**config.mk**
```make
export PLATFORM = sky130hd
export DESIGN_NAME = cache_ctrl_fsm
export DESIGN_NICKNAME = d
export VERILOG_FILES = /design/src/rtl/cache_ctrl_fsm.sv
export SDC_FILE = /design/constraint.sdc
export NUM_CORES = 1
export LEC_CHECK = 0
export ABC_AREA = 1
export CAP_MARGIN = 20
export CORE_AREA = 2 2 172 174
export CTS_BUF_LIST = sky130_fd_sc_hd__clkbuf_4 sky130_fd_sc_hd__clkbuf_8 sky130_fd_sc_hd__clkbuf_16
export DETAILED_ROUTE_END_ITERATION = 8
export DIE_AREA = 0 0 174 176
export GPL_TIMING_DRIVEN = 0
export PLACE_DENSITY = 0.86
export SLEW_MARGIN = 20
export SYNTH_ARGS = -nofsm -noshare
export SYNTH_HDL_FRONTEND = slang
export SYNTH_SLANG_ARGS = --single-unit
export TNS_END_PERCENT = 20
```
**constraint.sdc**
```tcl
create_clock -name clk -period 4.5 [get_ports clk]
set_clock_uncertainty 0.1 [all_clocks]
set_input_delay 0.9 -clock clk [delete_from_list [all_inputs] [get_ports clk]]
set_output_delay 0.9 -clock clk [all_outputs]
set_load 0.05 [all_outputs]
```
**src/rtl/cache_ctrl_fsm.sv**
```systemverilog
// Direct-mapped, write-through, no-write-allocate cache controller.
// One request is outstanding at a time. A load miss refills the whole line
// from memory one beat at a time. Every store is also written to memory.
//
// Handshakes:
//   req:  a request transfers on a rising edge where req_valid && req_ready.
//         req_ready is high only in IDLE, while flush is low and reset is
//         released.
//   resp: resp_valid is a one-cycle pulse. resp_rdata and resp_hit are
//         meaningful only while it is high.
//   mem:  mem_req/mem_we/mem_addr/mem_wdata hold stable until a cycle with
//         mem_ack=1 completes the beat. mem_ack is ignored while mem_req=0.
module cache_ctrl_fsm #(
    parameter int WIDTH  = 32,
    parameter int ADDR_W = 5,
    parameter int SETS   = 2,
    parameter int WORDS  = 4,
    parameter int CNT_W  = 16
) (
    input  logic              clk,
    input  logic              rst,
    input  logic              req_valid,
    output logic              req_ready,
    input  logic              req_write,
    input  logic [ADDR_W-1:0] req_addr,
    input  logic [WIDTH-1:0]  req_wdata,
    output logic              resp_valid,
    output logic [WIDTH-1:0]  resp_rdata,
    output logic              resp_hit,
    input  logic              flush,
    output logic              mem_req,
    output logic              mem_we,
    output logic [ADDR_W-1:0] mem_addr,
    output logic [WIDTH-1:0]  mem_wdata,
    input  logic              mem_ack,
    input  logic [WIDTH-1:0]  mem_rdata,
    output logic [CNT_W-1:0]  hit_count,
    output logic [CNT_W-1:0]  miss_count,
    output logic [2:0]        fsm_state
);
    localparam int IDX_W = $clog2(SETS);
    localparam int OFF_W = $clog2(WORDS);
    localparam int TAG_W = ADDR_W - IDX_W - OFF_W;

    typedef enum logic [2:0] {IDLE, CHECK, REFILL, WRITE, RESP} state_t;

    state_t state;
    state_t next_state;

    // Request fields captured at acceptance.
    logic              lat_write;
    logic [ADDR_W-1:0] lat_addr;
    logic [WIDTH-1:0]  lat_wdata;
    logic              hit_r;
    logic [OFF_W-1:0]  beat;

    // Cache storage. Only the valid bits are reset.
    logic [SETS-1:0]   valid;
    logic [TAG_W-1:0]  tag_arr  [SETS];
    logic [WIDTH-1:0]  data_arr [SETS][WORDS];

    logic [TAG_W-1:0]  tag;
    logic [IDX_W-1:0]  idx;
    logic [OFF_W-1:0]  off;
    logic              hit;
    logic              accept;

    assign {tag, idx, off} = lat_addr;
    assign hit       = valid[idx] && (tag_arr[idx] == tag);
    assign accept    = (state == IDLE) && req_valid && req_ready;
    assign fsm_state = state;

    // State register; reset aborts any transaction in flight.
    always_ff @(posedge clk or negedge rst) begin
        if (!rst) begin
            state <= IDLE;
        end else begin
            state <= next_state;
        end
    end

    // Next-state logic and Moore outputs for every state.
    always_comb begin
        next_state = state;
        req_ready  = 1'b0;
        resp_valid = 1'b0;
        resp_rdata = '0;
        resp_hit   = 1'b0;
        mem_req    = 1'b0;
        mem_we     = 1'b0;
        mem_addr   = '0;
        mem_wdata  = '0;
        case (state)
            IDLE: begin
                req_ready = rst && !flush;
                if (req_valid && req_ready) begin
                    next_state = CHECK;
                end
            end
            CHECK: begin
                if (lat_write) begin
                    next_state = WRITE;
                end else if (hit) begin
                    next_state = RESP;
                end else begin
                    next_state = REFILL;
                end
            end
            REFILL: begin
                mem_req  = 1'b1;
                mem_addr = {tag, idx, beat};
                if (mem_ack && (&beat)) begin
                    next_state = RESP;
                end
            end
            WRITE: begin
                mem_req   = 1'b1;
                mem_we    = 1'b1;
                mem_addr  = lat_addr;
                mem_wdata = lat_wdata;
                if (mem_ack) begin
                    next_state = RESP;
                end
            end
            RESP: begin
                resp_valid = 1'b1;
                resp_hit   = hit_r;
                resp_rdata = lat_write ? '0 : data_arr[idx][off];
                next_state = IDLE;
            end
            default: next_state = IDLE;
        endcase
    end

    // Request capture, valid bits, beat counter and saturating statistics.
    always_ff @(posedge clk or negedge rst) begin
        if (!rst) begin
            lat_write  <= 1'b0;
            lat_addr   <= '0;
            lat_wdata  <= '0;
            hit_r      <= 1'b0;
            beat       <= '0;
            valid      <= '0;
            hit_count  <= '0;
            miss_count <= '0;
        end else begin
            if (state == IDLE && flush) begin
                valid <= '0;
            end
            if (accept) begin
                lat_write <= req_write;
                lat_addr  <= req_addr;
                lat_wdata <= req_wdata;
            end
            if (state == CHECK) begin
                hit_r <= hit;
                beat  <= '0;
                if (hit) begin
                    if (hit_count != '1) hit_count <= hit_count + CNT_W'(1);
                end else begin
                    if (miss_count != '1) miss_count <= miss_count + CNT_W'(1);
                end
            end
            if (state == REFILL && mem_ack) begin
                beat <= beat + OFF_W'(1);
                if (&beat) begin
                    valid[idx] <= 1'b1;
                end
            end
        end
    end

    // Data and tag arrays: store-hit update and line refill.
    always_ff @(posedge clk) begin
        if (state == CHECK && lat_write && hit) begin
            data_arr[idx][off] <= lat_wdata;
        end
        if (state == REFILL && mem_ack) begin
            data_arr[idx][beat] <= mem_rdata;
            if (&beat) begin
                tag_arr[idx] <= tag;
            end
        end
    end

endmodule

```
==> flow_metrics.env <==
export IMPL_gp_congestion=0.902
export IMPL_grt_use_total_pct=32.5
export IMPL_violations="setup timing"
export IMPL_dr_first_iter_drc_count=2064
export IMPL_drc=0
export IMPL_max_slew_margin_pct=41.5
export IMPL_final_cell_mix="nor2_1 (293), nand2_1 (290), edfxtp_1 (260)"
export IMPL_final_nets=1931
export IMPL_totalWireLength_microns=50200
export IMPL_min_period_ns=4.59
export IMPL_synthDistinctLibCells=29
export IMPL_die_w_microns=174
export IMPL_setup_tns_ns=-0.199
export IMPL_syn_avg_cell_area_sq_um=9.64
export IMPL_fillers=1970
export IMPL_p_leak_uw=0.00770
export IMPL_start_util_pct=54.6
export IMPL_grt_max_degree=49
export IMPL_hold_ws_ns=0.233
export IMPL_p_per_area_nw_per_um2=606
export IMPL_setup_violations=5
export IMPL_dp_cells=2197
export IMPL_yosysSeqAreaShare_pct=62.6
export IMPL_hold_buffers=0
export IMPL_grt_overflow_total=0
export IMPL_rrSetupSlack_ns=1.18
export IMPL_grt_pass1_wl_microns=76500
export IMPL_finalHoldViolCount=0
export IMPL_setup_ws_ns=-0.0855
export IMPL_synth_seq_cells=338
export IMPL_final_common_cell="nor2_1"
export IMPL_syn_nets=1698
export IMPL_clock_tree_root_cell="clkbuf_16"
export IMPL_power_uw=11800
export IMPL_cp_max_fo=10
export IMPL_drive_gt1_share_pct=7.25
export IMPL_htreeDepth=2
export IMPL_final_cells=2260
export IMPL_wl_per_cell_microns=22.2
export IMPL_die_area_sq_um=30600
export IMPL_crit_type="register to output port"
export IMPL_grt_pass1_vias=14000
export IMPL_n_antenna_cell=0
export IMPL_fp_row_count=62
export IMPL_die_y_microns=176
export IMPL_cts_tree="built"
export IMPL_cts_buffer_depth=3
export IMPL_io_pins=184
export IMPL_numPortBuffers=183
export IMPL_start_kind="register"
export IMPL_viasPerCell=6.21
export IMPL_synth_area_sq_um=15600
export IMPL_yosys_warnings=0
export IMPL_max_slew_worst_pin_slew_ns=0.877
export IMPL_clock_sinks=338
export IMPL_fin_crit_sh_pct=102
export IMPL_area_delta_synth_final_pct=24.9
export IMPL_antenna_left=0
export IMPL_cp_end_kind="output port"
export IMPL_path_clk_slew_ns=0.06
export IMPL_synth_cells=1617
export IMPL_finalMaxSlewViolations=0
export IMPL_max_freq_mhz=218
export IMPL_status="finished with violations"
export IMPL_min_path_type="input pin to asynchronous set/reset pin"
export IMPL_ir_worst_vdd_uv=429
export IMPL_core_sq_um=28500
export IMPL_cts_buffers=35
export IMPL_hpwl_microns=33500
export IMPL_clock_latency_ns=0.53
export IMPL_critical_path_required_ns=3.50
export IMPL_drt_pass1_iterations=9
export IMPL_drv_cap=0
export IMPL_via_count=14000
export IMPL_rsz0062_at_grt="true"
export IMPL_grt_antenna_before_repair=1
export IMPL_arrival_ns=3.59
[final cells by class]
cell class | instances | area [sq um] | share of cell area [%]
clock buffer | 50 | 1040 | 5.35
clock inverter | 13 | 141 | 0.726
buffer | 91 | 442 | 2.27
timing repair buffer | 196 | 2120 | 10.9
inverter | 111 | 417 | 2.14
sequential | 338 | 9760 | 50.1
multi-input combinational | 1077 | 5070 | 26.0
tap | 384 | 480 | 2.47
[path summary, 6_finish.rpt]
check / from / endpoint / cells after the start
worst max register to register: lat_addr[0] / data_arr[0][50] / 7
worst min-delay path: rst / hit_count[9] / 1
worst min register to register: valid[0] / valid[0] / 2
min in group clk: valid[0] / valid[0] / 2
max in group asynchronous: rst / lat_wdata[18] / 2
worst max-delay path: lat_addr[1] / resp_rdata[30] / 9
[sequential cells by signal (all words and copies together) (netlist names)]
name        flops
beat            2
data_arr      256
fsm_state       3
hit_count      16
hit_r           1
lat_addr        5
lat_wdata      32
lat_write       1
miss_count     16
tag_arr         4
valid           2
[logic make-up after synthesis]
kind of cell / after synthesis / synth area share (%)
buf+inv: 202 / 5.50
flops: 338 / 62.6
simple gates: 675 / 17.9
xor+xnor: 13 / 0.730
fa+ha+maj: 6 / 0.481
compound gates: 383 / 12.8
[synthesized netlist by cell type, drive strengths merged]
library cell / instances / area share, %
nand2: 291 / 7.1
edfxtp: 260 / 50
dfrtp: 78 / 13
xor2: 7 / 0.39
xnor2: 6 / 0.34
buf: 37 / 1.5
nor4: 1 / 0.040
nand3b: 3 / 0.14
o21ai: 265 / 8.5
inv: 111 / 2.7
nor3: 3 / 0.17
o221ai: 1 / 0.056
ha: 6 / 0.48
nor2: 300 / 7.4
clkbuf: 54 / 1.3
o22ai: 64 / 2.6
nand3: 51 / 1.9
a21oi: 53 / 1.7
nand4: 26 / 1.1
[routing by layer]
metal | global-route usage (%) | vias to the layer above | wire (microns)
li1 | - | 6011 | -
met1 | 40.2 | 6596 | 16900
met2 | 53.0 | 1193 | 23500
met3 | 9.26 | 230 | 7320
met4 | 15.7 | 0 | 2530
met5 | 0 | - | 0
[metrics by stage]
step	util [%]	worst slack (ns)	area, sq um
after global routing	68.2	-0.0914	19500
after CTS	68.2	0.0138	19500
after global placement	62.7	-2.11	17900
after floorplan	-	0.305	15600
after detailed placement	64.1	0.627	18300
final	68.2	-0.0855	19500
[repair_timing]
item                                    4_1_cts  5_1_grt
setup buffers                                 0        0
endpoints found under the setup margin        0       12
resized for setup                             0        4
[power breakdown]
| part | total, uW | leakage [uW] | internal [uW] | switching [uW] |
|---|---|---|---|---|
| registers | 4470 | 0.00328 | 4120 | 350 |
| logic | 4340 | 0.00384 | 1250 | 3100 |
| clock network | 3000 | 0.000582 | 1790 | 1210 |
[worst max-delay path, cell delays in order, from the launching register on]
cell	delay [ns]
dfrtp_1	0.42
inv_1	0.15
nand2_1	0.07
inv_1	0.26
clkbuf_1	0.52
nand2_1	0.21
nand4_1	0.17
nand3_1	0.09
a21oi_1	0.29
clkdlybuf4s50_1	0.87
(Power assumes the default switching activity.)
